**src/rtl/alu2_pkg.sv**
```systemverilog
// Shared op encodings, FSM state type and helpers for the alu2 sequencer.
package alu2_pkg;

   localparam logic [4:0] OP_ADD = 5'b00001;
   localparam logic [4:0] OP_SUB = 5'b00010;
   localparam logic [4:0] OP_AND = 5'b00100;
   localparam logic [4:0] OP_ORR = 5'b01000;
   localparam logic [4:0] OP_EOR = 5'b10000;

   typedef enum logic [1:0] {
      StIdle,
      StRun,
      StDone
   } state_e;

   // True when exactly one bit of v is set.
   function automatic logic is_onehot5(input logic [4:0] v);
      return (v != 5'b00000) && ((v & (v - 5'b00001)) == 5'b00000);
   endfunction

endpackage

```
**src/rtl/alu2_seq.sv**
```systemverilog
// Multi-cycle sequencer: computes WIDTH-bit ops through an external 2-bit
// slice, least significant digit first, chaining carry between digits.
module alu2_seq
   import alu2_pkg::*;
#(
   parameter int unsigned WIDTH = 16
) (
   input  logic             rx_clk,
   input  logic             rx_reset,
   input  logic             rx_start,
   input  logic [4:0]       rx_what_op,
   input  logic [WIDTH-1:0] rx_operand0,
   input  logic [WIDTH-1:0] rx_operand1,
   input  logic             rx_carryflag,
   output logic             tx_ready,
   output logic             tx_done,
   output logic             tx_error,
   output logic [WIDTH-1:0] tx_result,
   output logic             tx_carryflag,
   output logic             tx_zeroflag,
   output logic             tx_signflag,
   output logic [4:0]       tx_slice_what_op,
   output logic [1:0]       tx_slice_operand0,
   output logic [1:0]       tx_slice_operand1,
   output logic             tx_slice_carryflag,
   input  logic [1:0]       rx_slice_result,
   input  logic             rx_slice_carryflag
);

   localparam int unsigned DIGITS = WIDTH / 2;
   localparam int unsigned IDX_W  = (DIGITS > 1) ? $clog2(DIGITS) : 1;

   state_e             state_q, state_d;
   logic [IDX_W-1:0]   idx_q, idx_d;
   logic [WIDTH-1:0]   a_q, a_d, b_q, b_d, result_q, result_d;
   logic [4:0]         op_q, op_d;
   logic               carry_q, carry_d;
   logic               cout_q, cout_d, zero_q, zero_d, sign_q, sign_d, error_q, error_d;
   logic               accept, arith, run;
   logic [IDX_W:0]     bit_pos;

   assign accept  = rx_start && (state_q != StRun);
   assign arith   = (op_q == OP_ADD) || (op_q == OP_SUB);
   assign run     = (state_q == StRun);
   assign bit_pos = {idx_q, 1'b0};

   // Next-state: accept/latch, per-digit accumulation, completion flags.
   always_comb begin
      state_d  = state_q;
      idx_d    = idx_q;
      a_d      = a_q;
      b_d      = b_q;
      op_d     = op_q;
      carry_d  = carry_q;
      result_d = result_q;
      cout_d   = cout_q;
      zero_d   = zero_q;
      sign_d   = sign_q;
      error_d  = error_q;
      case (state_q)
         StIdle, StDone: begin
            state_d = StIdle;
            if (accept) begin
               a_d      = rx_operand0;
               b_d      = rx_operand1;
               op_d     = rx_what_op;
               idx_d    = '0;
               result_d = '0;
               cout_d   = 1'b0;
               zero_d   = 1'b0;
               sign_d   = 1'b0;
               error_d  = 1'b0;
               if (!is_onehot5(rx_what_op)) begin
                  // Malformed op: finish immediately, slice never driven.
                  state_d = StDone;
                  error_d = 1'b1;
                  zero_d  = 1'b1;
                  carry_d = 1'b0;
               end else begin
                  state_d = StRun;
                  if (rx_what_op == OP_SUB)      carry_d = 1'b1;
                  else if (rx_what_op == OP_ADD) carry_d = rx_carryflag;
                  else                           carry_d = 1'b0;
               end
            end
         end
         StRun: begin
            result_d[bit_pos +: 2] = rx_slice_result;
            if (arith) carry_d = rx_slice_carryflag;
            idx_d = idx_q + IDX_W'(1);
            if (idx_q == IDX_W'(DIGITS - 1)) begin
               state_d = StDone;
               cout_d  = arith ? rx_slice_carryflag : 1'b0;
               zero_d  = (result_d == '0);
               sign_d  = result_d[WIDTH-1];
            end
         end
         default: state_d = StIdle;
      endcase
   end

   // State register with synchronous reset.
   always_ff @(posedge rx_clk) begin
      if (rx_reset) begin
         state_q  <= StIdle;
         idx_q    <= '0;
         a_q      <= '0;
         b_q      <= '0;
         op_q     <= '0;
         carry_q  <= 1'b0;
         result_q <= '0;
         cout_q   <= 1'b0;
         zero_q   <= 1'b0;
         sign_q   <= 1'b0;
         error_q  <= 1'b0;
      end else begin
         state_q  <= state_d;
         idx_q    <= idx_d;
         a_q      <= a_d;
         b_q      <= b_d;
         op_q     <= op_d;
         carry_q  <= carry_d;
         result_q <= result_d;
         cout_q   <= cout_d;
         zero_q   <= zero_d;
         sign_q   <= sign_d;
         error_q  <= error_d;
      end
   end

   // Outputs and slice drive, decoded from registered state only.
   always_comb begin
      tx_ready           = !run;
      tx_done            = (state_q == StDone);
      tx_error           = error_q;
      tx_result          = result_q;
      tx_carryflag       = cout_q;
      tx_zeroflag        = zero_q;
      tx_signflag        = sign_q;
      tx_slice_what_op   = 5'b00000;
      tx_slice_operand0  = 2'b00;
      tx_slice_operand1  = 2'b00;
      tx_slice_carryflag = 1'b0;
      if (run) begin
         // SUB runs as A + ~B + 1 so the borrow chains across digits.
         tx_slice_what_op   = (op_q == OP_SUB) ? OP_ADD : op_q;
         tx_slice_operand0  = a_q[bit_pos +: 2];
         tx_slice_operand1  = (op_q == OP_SUB) ? ~b_q[bit_pos +: 2] : b_q[bit_pos +: 2];
         tx_slice_carryflag = carry_q;
      end
   end

endmodule

```
**config.mk**
```make
export PLATFORM = sky130hd
export DESIGN_NAME = alu2_seq
export DESIGN_NICKNAME = d
export VERILOG_FILES = /design/src/rtl/alu2_pkg.sv /design/src/rtl/alu2_seq.sv
export SDC_FILE = /design/constraint.sdc
export NUM_CORES = 1
export LEC_CHECK = 0
export BUFFER_PORTS_ARGS = -buffer_cell sky130_fd_sc_hd__buf_2
export CORE_MARGIN = 2
export CORE_UTILIZATION = 35
export DETAILED_ROUTE_END_ITERATION = 10
export GPL_TIMING_DRIVEN = 0
export PLACE_DENSITY_LB_ADDON = 0.25
export SLEW_MARGIN = 20
export SYNTH_ARGS = -nofsm -noshare
export SYNTH_HDL_FRONTEND = slang
export SYNTH_SLANG_ARGS = --single-unit
export TNS_END_PERCENT = 1
```
**constraint.sdc**
```tcl
create_clock -name rx_clk -period 3.3 [get_ports rx_clk]
set_clock_uncertainty 0.15 [all_clocks]
set_input_delay 0 -clock rx_clk [delete_from_list [all_inputs] [get_ports rx_clk]]
set_output_delay 0 -clock rx_clk [all_outputs]
set_load 0.005 [all_outputs]
```
==> impl_metrics.yaml <==
routing:
  wl_per_cell_um: 14.7
  drt-initial-drc-count: 179
  first_pass_iters: 4
  num_vias: 3209
  drc_errors: 0
  avgViaCountPerCell: 5.13
  ant_nets: 0
  wirelength_um: 9200
floorplanning:
  die_x_um: 97.8
  initial_core_util_pct: 35.6
  die_h_um: 97.8
  die-area_mm2: 0.00956
  rows: 34
  ios: 76
  fp.coreArea_mm2: 0.00864
sta:
  rsz0062_at_grt: "false"
  final.setup.tns_ns: 0
  layout_setup_ws_ns: 0.276
  setup_viol: 0
  fin_crit_ns: 3.02
  slew_headroom_pct: 57.7
  fin_crit_sh_pct: 91.6
  tightest_slew_ns: 0.634
  fmax_ghz: 0.331
  drv_slew: 0
  finalHoldViolCount: 0
worst_setup_path:
  endpoint_kind: "flop"
  crit_fanout: 10
  crit_type: "reg2reg"
  cp.buffers_inverters: 2
  cpMostUsedCell: "ha_1"
  cp-start-kind: "flop"
  arrival_ns: 3.13
  path_delay_family: "compound AO/OA/AOI/OAI gates"
  crit_path_cell_trace: "inv_1 > ha_1 > ha_1 > buf_2 > nand2_1 > nor2_1 > a221oi_1 > nand4_1 > a2111o_1 > o41ai_2"
  crit_slowest_cell: "dfxtp_1"
  cpPeakStageDelay_ns: 0.53
  required_ns: 3.41
cells_and_area:
  num_antenna_cells: 0
  design_area_mm2: 0.00418
  layout.nets: 564
  area_growth_pct: 35.9
  final_common_cell: "nand2_1"
  final_cell_mix: "91 x nand2_1, 76 x buf_2, 62 x dfxtp_1"
  drive_gt1_share_pct: 20.9
  postLayoutCoreUtil_pct: 48.4
power_and_ir_drop:
  p_per_area_mw_per_mm2: 398
  ir_worst_vdd_mv: 0.247
  leakage_nw: 1.74
clock_tree:
  htree_levels: 3
  path_clk_slew_ns: 0.08
  clock_latency_ns: 0.35
  cts_buffer_depth: 2
  cts_tree: "yes"
  cts.sinks: 63
  cts-root-buf: "clkbuf_8"
  cts_made_buffers: 9
  post_cts_buffers: 0
global_routing:
  grt_pass1_wl_um: 15000
  antenna_found_initial: 0
  grt_usage_pct: 19.6
  grt-ovfl-total: 0
  grt_max_degree: 14
  grt_pass1_vias: 3155
synthesis:
  synthFlopType: "dfxtp_1"
  syn_area_per_cell_um2: 7.97
  synthArstFlopShare_pct: 0
  synth_area_mm2: 0.00308
  synthCells: 386
  synth_edf_count: 0
  ys_ff_latch: 63
  synth_cell_types: 45
  synth_nets: 438
  ys_seq_area_share_pct: 41.0
  yosys_warnings: 0
run_status:
  status: "finished clean"
placed_design:
  hpwl_um: 6350
  io_buffer_count: 74
  gp_congestion: 0.888
  pre_cts_ws_ns: -0.149
  dpl_cell_area_mm2: 0.00358
min_path:
  min_path_type: "in2reg"
run:
  cap_violations: 0
report_power, final:
group	internal, mW	switching [mW]
clock	0.281	0.338
sequential	0.793	0.0185
combinational	0.109	0.123
kinds of logic after synthesis:
| family | count (synthesis) | share of synthesized area [%] |
|---|---|---|
| simple gates | 176 | 25.8 |
| xor+xnor | 4 | 1.14 |
| compound gates | 96 | 18.7 |
| flops | 63 | 41.0 |
| mux | 10 | 6.51 |
| buf+inv | 29 | 3.62 |
| fa+ha+maj | 8 | 3.25 |
layout make-up:
class | count | area [µm²]
multi-input cells | 294 | 1700
repair buffers | 115 | 781
clock buffers | 9 | 124
inverters | 6 | 22.5
plain buffers | 23 | 92.6
flip-flops and latches | 63 | 1260
fillers | 874 | 4460
clock inverters | 7 | 58.8
well taps | 108 | 135
worst reg2reg max path, cell delays in order (launching register included):
cell	delay (ns)
dfxtp_1	0.53
inv_1	0.20
ha_1	0.27
ha_1	0.27
buf_2	0.17
nand2_1	0.16
nor2_1	0.11
a221oi_1	0.30
nand4_1	0.16
a2111o_1	0.43
o41ai_2	0.20
Yosys cell counts (2+ instances only):
master    number  area share, %
a32oi_1        4            1.1
o21ai_0       11            1.8
nor2_1        32            3.9
nor3_1         9            1.5
inv_1          5           0.61
nand2_1       91             11
mux4_2         8            5.9
and3_1         3           0.61
a32o_1         2           0.65
buf_1          4           0.49
a22oi_1        6            1.5
and2_1         4           0.81
nand3_1       12            2.0
or3_1          6            1.2
mux2i_1        2           0.65
clkbuf_1      17            2.1
o211ai_1       2           0.49
xnor2_1        2           0.57
a21oi_1       60            9.8
nand4_1        2           0.41
nor2b_1        6            1.2
nand2b_1       4           0.81
xor2_1         2           0.57
buf_2          2           0.33
dfxtp_1       63             41
ha_1           8            3.3
worst paths after layout:
check	startpoint	endpoint	slack (ns)	depth (start not counted)
hold / removal	rx_reset	b_q[3]	0.01	2
hold reg to reg	b_q[7]	b_q[7]	0.30	2
setup / recovery	idx_q[0]	tx_zeroflag	0.28	10
setup reg to reg	idx_q[0]	tx_zeroflag	0.28	10
metrics by stage:
stage,hold slack (ns),instances,total power [mW]
after detailed placement,0.0964,568,1.02
after global placement,0.0914,568,1.02
final,0.0129,625,1.66
after CTS,0.0149,625,1.68
after floorplan,-0.0140,386,0.944
after global routing,0.0641,625,1.75
flip-flops by register name, indices dropped and copies added, names as in the netlist, 2 cells and up:
| name | count |
|---|---|
| idx_q | 3 |
| a_q | 16 |
| b_q | 16 |
| tx_result | 16 |
| op_q | 5 |
| state_q | 2 |
routing by layer:
metal | routed length, µm | track usage, % | share of wire (%)
met3 | 470 | 4.80 | 5.1
met1 | 4170 | 24.9 | 45
met4 | 130 | 6.09 | 1.4
met5 | 0 | 0 | 0
met2 | 4430 | 33.0 | 48
timing repair:
item / 4_1_cts / 5_1_grt
hold buffers: 41 / 0
setup endpoints to repair: 1 / 1
gates resized for setup: 1 / 3
endpoints found under the hold margin: 46 / 0
Power figures use the tool's default switching activity.
